--- src/rtl/ifetch_prefetch.sv ---
`default_nettype none
// ============================================================================
//  Module      : ifetch_prefetch
//  Description : Instruction-fetch stage feeding a single-cycle core. Keeps a
//                sequential prefetch stream running against an external
//                instruction memory (req/ack handshake, one request in
//                flight) and buffers up to DEPTH words. A non-sequential pc
//                flushes the buffer and restarts fetching at the new pc.
//  Ports       : clk, reset (async, active-low)
//                pc, hold                 - core side request / no-consume
//                instr, instr_valid, stall - core side response
//                imem_req, imem_addr      - registered memory request
//                imem_ack, imem_rdata     - memory completion / data
//  Revision    : 1.0 - initial release
// ============================================================================
module ifetch_prefetch #(
  parameter int          DEPTH    = 4,
  parameter logic [31:0] RESET_PC = 32'h0000_0000
) (
  input  logic        clk,
  input  logic        reset,
  input  logic [31:0] pc,
  input  logic        hold,
  output logic [31:0] instr,
  output logic        instr_valid,
  output logic        stall,
  output logic        imem_req,
  output logic [31:0] imem_addr,
  input  logic        imem_ack,
  input  logic [31:0] imem_rdata
);

  localparam int             PW      = (DEPTH > 1) ? $clog2(DEPTH) : 1;
  localparam int             CW      = $clog2(DEPTH + 1);
  localparam logic [CW-1:0]  C_DEPTH = CW'(DEPTH);

  typedef enum logic [0:0] {
    ST_RUN     = 1'b0,
    ST_DISCARD = 1'b1
  } state_t;

  state_t        state_q, state_d;
  logic [31:0]   head_addr_q, head_addr_d;
  logic [31:0]   fetch_addr_q, fetch_addr_d;
  logic [CW-1:0] count_q, count_d;
  logic [PW-1:0] rd_ptr_q, rd_ptr_d;
  logic [PW-1:0] wr_ptr_q, wr_ptr_d;
  logic          req_q, req_d;
  logic [31:0]   addr_q, addr_d;
  logic [31:0]   buf_q [DEPTH];
  logic [31:0]   buf_d [DEPTH];

  logic          hit;
  logic          mismatch;
  logic          pop;
  logic          push;
  logic          ack;
  logic          waiting;
  logic [31:0]   new_addr;
  logic          unused_pc_bits;

  assign unused_pc_bits = &{1'b0, pc[1:0]};

  // An ack only counts for a request we actually have on the bus.
  assign ack      = imem_ack && req_q;
  assign waiting  = req_q && !imem_ack;
  assign mismatch = (pc[31:2] != head_addr_q[31:2]);
  assign hit      = !mismatch && (count_q != '0);
  assign pop      = hit && !hold;
  assign push     = ack && (state_q == ST_RUN) && !mismatch;
  assign new_addr = {pc[31:2], 2'b00};

  assign instr_valid = hit;
  assign stall       = ~hit;
  assign instr       = hit ? buf_q[rd_ptr_q] : 32'h0;
  assign imem_req    = req_q;
  assign imem_addr   = addr_q;

  always_comb begin
    state_d      = state_q;
    head_addr_d  = head_addr_q;
    fetch_addr_d = fetch_addr_q;
    count_d      = count_q;
    rd_ptr_d     = rd_ptr_q;
    wr_ptr_d     = wr_ptr_q;
    req_d        = req_q;
    addr_d       = addr_q;
    buf_d        = buf_q;

    if (push) begin
      buf_d[wr_ptr_q] = imem_rdata;
      wr_ptr_d        = wr_ptr_q + PW'(1);
      fetch_addr_d    = fetch_addr_q + 32'd4;
    end
    if (pop) begin
      rd_ptr_d    = rd_ptr_q + PW'(1);
      head_addr_d = head_addr_q + 32'd4;
    end
    unique case ({push, pop})
      2'b10:   count_d = count_q + CW'(1);
      2'b01:   count_d = count_q - CW'(1);
      default: count_d = count_q;
    endcase

    if (mismatch) begin
      // Branch: drop everything buffered and retarget both pointers.
      count_d      = '0;
      rd_ptr_d     = '0;
      wr_ptr_d     = '0;
      head_addr_d  = new_addr;
      fetch_addr_d = new_addr;
      if (state_q == ST_RUN) begin
        if (waiting) begin
          // Request still in flight must complete before the bus can move.
          state_d = ST_DISCARD;
        end else begin
          req_d  = 1'b1;
          addr_d = new_addr;
        end
      end else if (ack) begin
        state_d = ST_RUN;
        req_d   = 1'b1;
        addr_d  = new_addr;
      end
    end else if (state_q == ST_RUN) begin
      if (!waiting) begin
        req_d  = (count_d < C_DEPTH);
        addr_d = fetch_addr_d;
      end
    end else if (ack) begin
      // Stale word returned: throw it away and start on the real target.
      state_d = ST_RUN;
      req_d   = 1'b1;
      addr_d  = fetch_addr_q;
    end
  end

  always_ff @(posedge clk or negedge reset) begin
    if (!reset) begin
      state_q      <= ST_RUN;
      head_addr_q  <= RESET_PC;
      fetch_addr_q <= RESET_PC;
      count_q      <= '0;
      rd_ptr_q     <= '0;
      wr_ptr_q     <= '0;
      req_q        <= 1'b0;
      addr_q       <= RESET_PC;
      for (int i = 0; i < DEPTH; i++) begin
        buf_q[i] <= 32'h0;
      end
    end else begin
      state_q      <= state_d;
      head_addr_q  <= head_addr_d;
      fetch_addr_q <= fetch_addr_d;
      count_q      <= count_d;
      rd_ptr_q     <= rd_ptr_d;
      wr_ptr_q     <= wr_ptr_d;
      req_q        <= req_d;
      addr_q       <= addr_d;
      for (int i = 0; i < DEPTH; i++) begin
        buf_q[i] <= buf_d[i];
      end
    end
  end

endmodule
`default_nettype wire

--- config.mk ---
export PLATFORM = sky130hd
export DESIGN_NAME = ifetch_prefetch
export DESIGN_NICKNAME = d
export VERILOG_FILES = /design/src/rtl/ifetch_prefetch.sv
export SDC_FILE = /design/constraint.sdc
export NUM_CORES = 1
export LEC_CHECK = 0
export BUFFER_PORTS_ARGS = -buffer_cell sky130_fd_sc_hd__buf_2
export CAP_MARGIN = 25
export CORE_MARGIN = 8
export CORE_UTILIZATION = 53
export CTS_CLUSTER_DIAMETER = 100
export DETAILED_ROUTE_END_ITERATION = 10
export PLACE_DENSITY = 0.74
export SLEW_MARGIN = 15
export SYNTH_ARGS = -nofsm -noshare
export SYNTH_HDL_FRONTEND = slang
export SYNTH_SLANG_ARGS = --single-unit
--- constraint.sdc ---
create_clock -name clk -period 11.1 [get_ports clk]
set_input_delay 3.33 -clock clk [delete_from_list [all_inputs] [get_ports clk]]
set_output_delay 3.33 -clock clk [all_outputs]
set_load 0.05 [all_outputs]
==> results.sh <==
export IMPL_grtUsageMet1_pct=25.45
export IMPL_min_path_type="flop to flop"
export IMPL_cts_max_level=1
export IMPL_grt_pass1_vias=7424
export IMPL_via_count=7014
export IMPL_synth_area_leaders="dfrtp_1 51%, mux2_1 12%, mux4_2 6.4%"
export IMPL_initial_core_util_pct=53.83
export IMPL_whs_ns=0.4779
export IMPL_syn_inst=847
export IMPL_rr_worst_depth=16
export IMPL_path_clk_slew_ns=0.06
export IMPL_dieArea_sq_um=26210
export IMPL_status="finished clean"
export IMPL_ir_drop_uv=190.5
export IMPL_synth_nets=925
export IMPL_fmax_ghz=0.1095
export IMPL_chipWidth_microns=161.9
export IMPL_use_met2_pct=30.28
export IMPL_finalWeightedCongestion=0.8267
export IMPL_dp_hpwl_microns=16050
export IMPL_min_from="buf_q[42]$_DFFE_PN0P_"
export IMPL_dpl_cell_count=1216
export IMPL_dieHeight_microns=161.9
export IMPL_cts_made_buffers=26
export IMPL_grt_util_all_layers_pct=18.60
export IMPL_yosysTopAreaCell="dfrtp_1"
export IMPL_cts_hold_buf=0
export IMPL_layout_common_cells="227 x dfrtp_1, 131 x buf_2, 120 x mux2_1"
export IMPL_post_cts_resized=0
export IMPL_preCtsSetupSlack_ns=2.023
export IMPL_ys_ff_latch=228
export IMPL_ant_nets=0
export IMPL_grt_first_pass_wirelength_microns=39790
export IMPL_fin_crit_ns=9.130
export IMPL_cts_tree="yes"
export IMPL_powerDensity_nw_per_um2=175.1
export IMPL_cts_root_buf="clkbuf_16"
export IMPL_avgSynthCellArea_sq_um=13.32
export IMPL_crit_fanout=34
export IMPL_relSlewSlack_pct=39.54
export IMPL_totalWireLength_microns=23870
export IMPL_io_buffer_count=132
export IMPL_grt_use_met3_pct=3.543
export IMPL_yosys_warnings=0
export IMPL_cp_endpoint="instr[2]"
export IMPL_area_growth_pct=15.12
export IMPL_rrSetupSlack_ns=7.26
export IMPL_drc=0
export IMPL_num_io_pins=135
export IMPL_synth_top_area_share_pct=50.58
export IMPL_cts_sinks=228
export IMPL_start_kind="input port"
export IMPL_seq_area_frac_synth_pct=50.58
export IMPL_cts_setup_buffers=0
export IMPL_cp_arrival_ns=5.80
export IMPL_setup_ws_ns=1.970
export IMPL_static_leakage_power_nw=6.191
export IMPL_wl_per_cell_microns=18.88
export IMPL_reg2reg_from="head_addr_q[17]$_DFFE_PN0P_"
export IMPL_fin_skew_ns=0.01251
export IMPL_top_usage_layer="met2"
export IMPL_tightest_slew_ns=0.9070
export IMPL_finalSetupViolCount=0
export IMPL_drive_above_1_share_pct=29.96
export IMPL_drtIter0Drc=405
export IMPL_layout_nets=1047
export IMPL_layout_commonest_cell="dfrtp_1"
export IMPL_rsz0062_at_grt="false"
export IMPL_stdcell_area_sq_um=12990
export IMPL_crit_type="input port to output pin"
export IMPL_cts_path_max_buffers=3
export IMPL_coreArea_sq_um=20960
export IMPL_placed_area_sq_um=12050
export IMPL_stdcell_count=1264
export IMPL_clock_latency_ns=0.52
export IMPL_finalCritPeriodShare_pct=82.25
export IMPL_maxCapViolCount=0
export IMPL_cp_end_kind="output pin"
export IMPL_avgViaCountPerCell=5.549
export IMPL_reg2reg_to="imem_req$_DFFE_PN0P_"
export IMPL_grt_overflow=0
export IMPL_slew_viol_final=0
export IMPL_dr_pass1_iters=4
export IMPL_crit_start="pc[17]"
export IMPL_grt_max_degree=99
export IMPL_antenna_found_initial=2
export IMPL_hold_viol_final=0
export IMPL_worstPathRequired_ns=7.77
export IMPL_netlist_area_sq_um=11280
export IMPL_rows=53
export IMPL_synth_distinct_cells=38
export IMPL_fin_setup_tns_ns=0
## cell families (layout without fill, tap and decap cells)
kind of cell             Yosys count  count (layout)  share of synthesized area [%]
AND/OR/NAND/NOR                  197             197                          9.795
flip-flops                       228             228                          50.58
AO/OA/AOI/OAI                     40              40                          1.852
buffers and inverters             57             198                          3.428
XOR/XNOR                          93              93                          7.221
adder cells (fa/ha/maj)           10              10                          1.109
other                              0               1                              0
multiplexers                     222             222                          26.01
## layout make-up
type | count | area [sq um]
clock inverter | 7 | 85.08
tap | 275 | 344.1
fill | 1641 | 7970
timing repair buffer | 143 | 773.2
inverter | 8 | 30.03
clock buffer | 40 | 844.6
multi-input combinational | 562 | 5199
antenna | 1 | 2.502
sequential | 228 | 5707
## layer usage
metal	wire (microns)	share of wire (%)
met1	10580	44
met5	26	0.11
met3	1412	5.9
met2	11510	48
met4	345	1.4
## worst min-delay path by stage
stage | endpoint | slack, ns | cells after the start
finish | buf_q[42]$_DFFE_PN0P_ | 0.48 | 1
global route | buf_q[5]$_DFFE_PN0P_ | 0.50 | 1
CTS | buf_q[42]$_DFFE_PN0P_ | 0.48 | 1
detailed placement | buf_q[42]$_DFFE_PN0P_ | 0.47 | 1
global placement | buf_q[121]$_DFFE_PN0P_ | 0.46 | 1
floorplan | buf_q[33]$_DFFE_PN0P_ | 0.45 | 1
## stage by stage
stage,util (%),power (mW)
after floorplan,-,1.251
after global placement,57.39,1.378
after detailed placement,57.52,1.392
after CTS,61.95,2.296
after global routing,61.95,2.361
final,61.97,2.274
## synth_stat cells (all sizes together)
cell type,instances
nand2b,1
nor4,18
o21a,1
dfrtp,228
nor2b,36
nand4,23
o21ai,3
xor2,70
nor2,39
and3,14
nand2,23
inv,8
and3b,1
a41oi,1
nand3,16
nor4b,1
nor3,7
mux2,189
ha,10
nand4b,1
a21boi,1
mux2i,1
and4,7
nor3b,1
mux4,32
xnor2,23
a21oi,34
clkbuf,14
buf,35
and2,9
## report_power, final
group | switching (mW) | total [mW] | internal, mW
Combinational | 0.303 | 0.433 | 0.130
Clock | 0.335 | 0.901 | 0.566
Sequential | 0.0435 | 0.940 | 0.896
## state kept, by name, summed over array words and instances, names as in the netlist
register	count
buf_q	128
count_q	3
fetch_addr_q	30
head_addr_q	30
imem_addr	31
imem_req	1
rd_ptr_q	2
state_q	1
wr_ptr_q	2
## critical path, cell delays in order
cell and delay (ns):
buf_2 0.12, xor2_1 0.14, nor4_1 0.49, nand4_1 0.24, nor4_4 0.23, nand2b_2 0.55
nor2b_1 0.37, buf_2 0.31
No activity file was read; power rests on OpenSTA's default activity.
